[src/rtl/light_sequencer_pkg.sv]
// Shared encodings and defaults for the turn-signal / interior-light sequencer.
package light_sequencer_pkg;

  localparam logic [1:0] ExtOff    = 2'b00;
  localparam logic [1:0] ExtRight  = 2'b01;
  localparam logic [1:0] ExtLeft   = 2'b10;
  localparam logic [1:0] ExtHazard = 2'b11;

  // 2'b10 and 2'b11 both mean interior OFF
  localparam logic [1:0] IntOn   = 2'b00;
  localparam logic [1:0] IntDoor = 2'b01;
  localparam logic [1:0] IntOff  = 2'b10;

  localparam int unsigned DefaultBlinkHalf = 4;
  localparam int unsigned DefaultDomeHold  = 8;

  // Hazard wins; a single stalk picks its side; both stalks cancel out.
  function automatic logic [1:0] ext_next(input logic hazard, input logic left,
                                          input logic right);
    if (hazard) begin
      return ExtHazard;
    end else if (left ^ right) begin
      return left ? ExtLeft : ExtRight;
    end else begin
      return ExtOff;
    end
  endfunction

endpackage

[src/rtl/blink_timer.sv]
// Flash phase counter: counts 0..2*BLINK_HALF-1, restarting on request.
module blink_timer
  import light_sequencer_pkg::*;
#(
  parameter int unsigned BLINK_HALF = DefaultBlinkHalf
) (
  input  logic clk,
  input  logic reset,
  input  logic restart,
  input  logic enable,
  output logic phase
);

  localparam logic [8:0] Half = 9'(BLINK_HALF);
  localparam logic [8:0] Last = 9'(2 * BLINK_HALF - 1);

  logic [8:0] count_q, count_d;

  always_comb begin
    count_d = count_q + 9'd1;
    if (restart || !enable || (count_q == Last)) begin
      count_d = '0;
    end
  end

  // Phase the lamps will show after the coming edge, so the caller can register it.
  assign phase = enable && (count_d < Half);

  always_ff @(posedge clk) begin
    if (reset) begin
      count_q <= '0;
    end else begin
      count_q <= count_d;
    end
  end

endmodule

[src/rtl/light_sequencer.sv]
// Exterior indicator FSM with flash timing, plus independent interior dome-light control.
module light_sequencer
  import light_sequencer_pkg::*;
#(
  parameter int unsigned BLINK_HALF = DefaultBlinkHalf,
  parameter int unsigned DOME_HOLD  = DefaultDomeHold
) (
  input  logic       clk,
  input  logic       reset,
  input  logic       left_req,
  input  logic       right_req,
  input  logic       hazard_req,
  input  logic       key,
  input  logic [0:3] door,
  input  logic [1:0] int_mode,
  output logic [1:0] ext_state,
  output logic       light_left,
  output logic       light_right,
  output logic       light_int
);

  localparam logic [7:0] HoldLoad = 8'(DOME_HOLD);

  logic [1:0] state_q, state_d;
  logic       left_q, right_q, int_q, int_d;
  logic [7:0] hold_q, hold_d;
  logic       phase, active;

  assign state_d = ext_next(hazard_req, left_req, right_req);

  blink_timer #(
    .BLINK_HALF(BLINK_HALF)
  ) u_blink_timer (
    .clk    (clk),
    .reset  (reset),
    .restart(state_d != state_q),
    .enable (state_d != ExtOff),
    .phase  (phase)
  );

  assign active = key | (|door);

  always_comb begin
    hold_d = '0;
    int_d  = 1'b0;
    case (int_mode)
      IntOn: int_d = 1'b1;
      IntDoor: begin
        if (active) begin
          hold_d = HoldLoad;
          int_d  = 1'b1;
        end else if (hold_q != '0) begin
          hold_d = hold_q - 8'd1;
          int_d  = 1'b1;
        end
      end
      default: ;
    endcase
  end

  always_ff @(posedge clk) begin
    if (reset) begin
      state_q <= ExtOff;
      left_q  <= 1'b0;
      right_q <= 1'b0;
      int_q   <= 1'b0;
      hold_q  <= '0;
    end else begin
      state_q <= state_d;
      // Bit 1 marks LEFT/HAZARD, bit 0 marks RIGHT/HAZARD.
      left_q  <= phase & state_d[1];
      right_q <= phase & state_d[0];
      int_q   <= int_d;
      hold_q  <= hold_d;
    end
  end

  assign ext_state   = state_q;
  assign light_left  = left_q;
  assign light_right = right_q;
  assign light_int   = int_q;

endmodule

[config.mk]
export PLATFORM = sky130hd
export DESIGN_NAME = light_sequencer
export DESIGN_NICKNAME = d
export VERILOG_FILES = /design/src/rtl/light_sequencer_pkg.sv /design/src/rtl/blink_timer.sv /design/src/rtl/light_sequencer.sv
export SDC_FILE = /design/constraint.sdc
export NUM_CORES = 1
export LEC_CHECK = 0
export ABC_AREA = 1
export CAP_MARGIN = 0
export CORE_MARGIN = 3
export CORE_UTILIZATION = 40
export CTS_CLUSTER_DIAMETER = 120
export DETAILED_ROUTE_END_ITERATION = 6
export GPL_TIMING_DRIVEN = 0
export PLACE_DENSITY = 0.58
export SYNTH_ARGS = -nofsm -noshare
export SYNTH_HDL_FRONTEND = slang
export SYNTH_SLANG_ARGS = --single-unit
[constraint.sdc]
create_clock -name clk -period 2.7 [get_ports clk]
set_input_delay 0.54 -clock clk [delete_from_list [all_inputs] [get_ports clk]]
set_output_delay 0.54 -clock clk [all_outputs]
set_load 0.03 [all_outputs]
==> summary.txt <==
Global route
  – Global routing's busiest layer: met2
  – M3 GR Usage: 2.67%
  – Gr usage total: roughly 14%
  – First-pass GRT wire length: around 3700 um
  – Total global routing overflow: 0
  – Vias in the first global route: 935
  – Initial antenna violation count: 0
  – Largest net degree at the start of global routing: 13
  – Met2 Track Usage GR: 23.9%
  – Met1 Track Usage GR: 17.0%

Yosys
  – Commonest register cell after synthesis: dfxtp_1
  – Mean post-synth cell area: between 6 and 7 um^2
  – Post-Syn Instances: 157
  – Register bit total from synthesis: 22
  – Distinct cell type count after synthesis: 24
  – Syn. warnings: 0
  – Seq/Total Area, Yosys: 40.6%
  – Mapped cell area: between 1000 and 1500 um^2
  – Post-synth EDFFs: 0
  – Syn nets: roughly 170
  – Ys async rst share: 0%

Clocking
  – Clk_lat worst skew: about 0.30 ns
  – Post-CTS setup buffer count: 0
  – Post-cts resize count: 0
  – H-tree level count: 1
  – Clk pin slew, worst setup/hold paths: approximately 0.11 ns
  – Clock buffer depth: 2
  – Hold buffer count at cts: 0
  – CTS sink cnt: 22
  – CTS tree: built
  – Clock root buffer: clkbuf_4
  – Total CTS buffers: 3

STA
  – Final setup violation count: 0
  – Final Max Slew Viols: 0
  – Measured slew at the worst slew-check pin: 0.315 ns
  – Final Worst Setup Slack: 0.798 ns
  – Hold Fails Final Rpt: 0
  – Min Tclk post-route: 1.90 ns
  – RSZ-0062 raised after global routing: no
  – Setup TNS: 0 ns
  – Fmax achieved: 526 MHz
  – Final worst-path cycle share: 70.4%
  – Clock skew: roughly 0.009 ns
  – Rel. slew slack: 78.9%

Setup path
  – Crit path largest cell delay: between 0.6 and 0.7 ns
  – Delay-heaviest family, CP: buffers and inverters
  – CP Data Arrival Time: 1.36 ns
  – CP max-delay cell: clkdlybuf4s50_1
  – Crit Path Class: flip-flop to output port
  – Buf/Inv on CP: 1
  – CP required: 2.16 ns
  – Startpoint Class: flip-flop
  – CP startpoint: ext_state[1]
  – Reg-to-reg startpoint: u_blink_timer.count_q[0]
  – Critical-path cell list: clkdlybuf4s50_1
  – WP depth: 1
  – Register-to-Register Path Depth: 9
  – Crit. End Element: output port
  – CP Max Fanout: 4

Flow run
  – Maxcap violations: 0

Floorplan
  – Starting Density: between 40% and 50%
  – Die ar.: around 3400 um^2
  – Die height: just under 60 um
  – Top-Level Pins: 17
  – Die Width: between 50 and 60 um
  – Core area: between 2000 and 3000 um^2
  – Rows: 18

Layout
  – Final Non-Filler Cells: 207
  – Synth-to-Final Area Change: 21.5%
  – # diodes: 0
  – Share of layout cells above drive strength 1: 7.34%
  – Nets: 193

Place
  – DP Worst Slack: 0.671 ns
  – DP HPWL: roughly 1700 um
  – Placed cells: 203
  – Routability cong.: ~0.91
  – Port Buf Inserts: 16

Detailed routing
  – Vias per std cell: roughly 4.6
  – Residual DRC: 0
  – Routed vias: 957
  – Pre-antenna DRT Iters: 4
  – Wire length per cell: between 10 and 15 um
  – Detailed router's first-iteration violation count: 38
  – Routed WL: approximately 2100 um
  – Post-route ant nets: 0

Min path
  – Min-delay src: hold_q[0]
  – Hold path depth: 1
  – Hold crit path type: flip-flop to flip-flop

Run status
  – Status: finished, final reports clean

Pwr
  – Max VDD drop: 0.000440 V
  – Tot Pwr: 0.577 mW
  – PwrDens: around 440 nW/um^2
  – Leakage power: roughly 0.64 nW
## worst paths after layout
| path | slack (ns) | endpoint |
|---|---|---|
| min reg2reg | 0.42 | hold_q[0] |
| max reg2reg | 1.10 | light_right |
| max | 0.80 | ext_state[1] |
| min | 0.42 | hold_q[0] |
## sequential cells by signal (all words and copies together) (netlist names)
| register | cells |
|---|---|
| ext_state | 2 |
| hold_q | 8 |
| light_int | 1 |
| light_left | 1 |
| light_right | 1 |
| u_blink_timer.count_q | 9 |
## routing by layer
metal,up-vias,wire [um]
met4,0,15
met1,421,957
met5,-,0
met3,2,32
met2,5,1070
li1,529,-
## layout make-up
type | instances | area [um^2]
sequential | 22 | 440
clock buffer | 4 | 36.3
multi-input combinational | 109 | 548
timing repair buffer | 16 | 160
fill | 276 | 1200
inverter | 26 | 97.6
tap | 30 | 37.5
## synthesized netlist by cell type, types with 2 or more instances
library cell  count  share of area [%]
a21oi_1           4                1.8
dfxtp_1          22                 41
ha_1              3                3.5
inv_1            26                9.0
nand2_1          39                 13
nand2_2           2                1.2
nand3_1          10                4.6
nor2_1           27                9.3
nor2_4            2                2.1
nor3_1            3                1.4
nor4_1            3                1.7
o21ai_0           2               0.92
xnor2_1           2                1.6
xor2_1            2                1.6
## power breakdown
| group | internal (mW) | switching, mW | leakage, nW |
|---|---|---|---|
| Clock | 0.0821 | 0.0915 | 0.0210 |
| Sequential | 0.331 | 0.00416 | 0.179 |
| Combinational | 0.0330 | 0.0356 | 0.441 |
## metrics by stage
step	hold slack (ns)	utilization [%]	cell area (um^2)
CTS	0.431	52.3	1320
detailed placement	0.414	50.9	1280
global placement	0.404	50.9	1280
global route	0.460	52.3	1320
floorplan	0.393	-	1090
finish	0.424	52.3	1320
## cell usage in the layout, fill, tap and decap left out, types with 2 or more instances in the layout
cell             count
nor2_4               2
xnor2_1              2
clkdlybuf4s50_1     16
nand3_1             10
o21ai_0              2
nand2_1             39
nor2_1              27
a21oi_1              4
dfxtp_1             22
nor3_1               3
nor4_1               3
inv_1               26
ha_1                 3
clkbuf_4             3
xor2_1               2
nand2_2              2
## logic make-up (layout without fill, tap and decap cells)
kind of cell / count (synthesis) / in the layout / share of synthesized area, %
flip-flops: 22 / 22 / 40.6
AND/OR/NAND/NOR: 92 / 92 / 38.5
adder cells (fa/ha/maj): 3 / 3 / 3.46
AO/OA/AOI/OAI: 10 / 10 / 5.30
buffers and inverters: 26 / 46 / 8.99
XOR/XNOR: 4 / 4 / 3.23
Note: power is estimated with default switching activity, not from simulation.
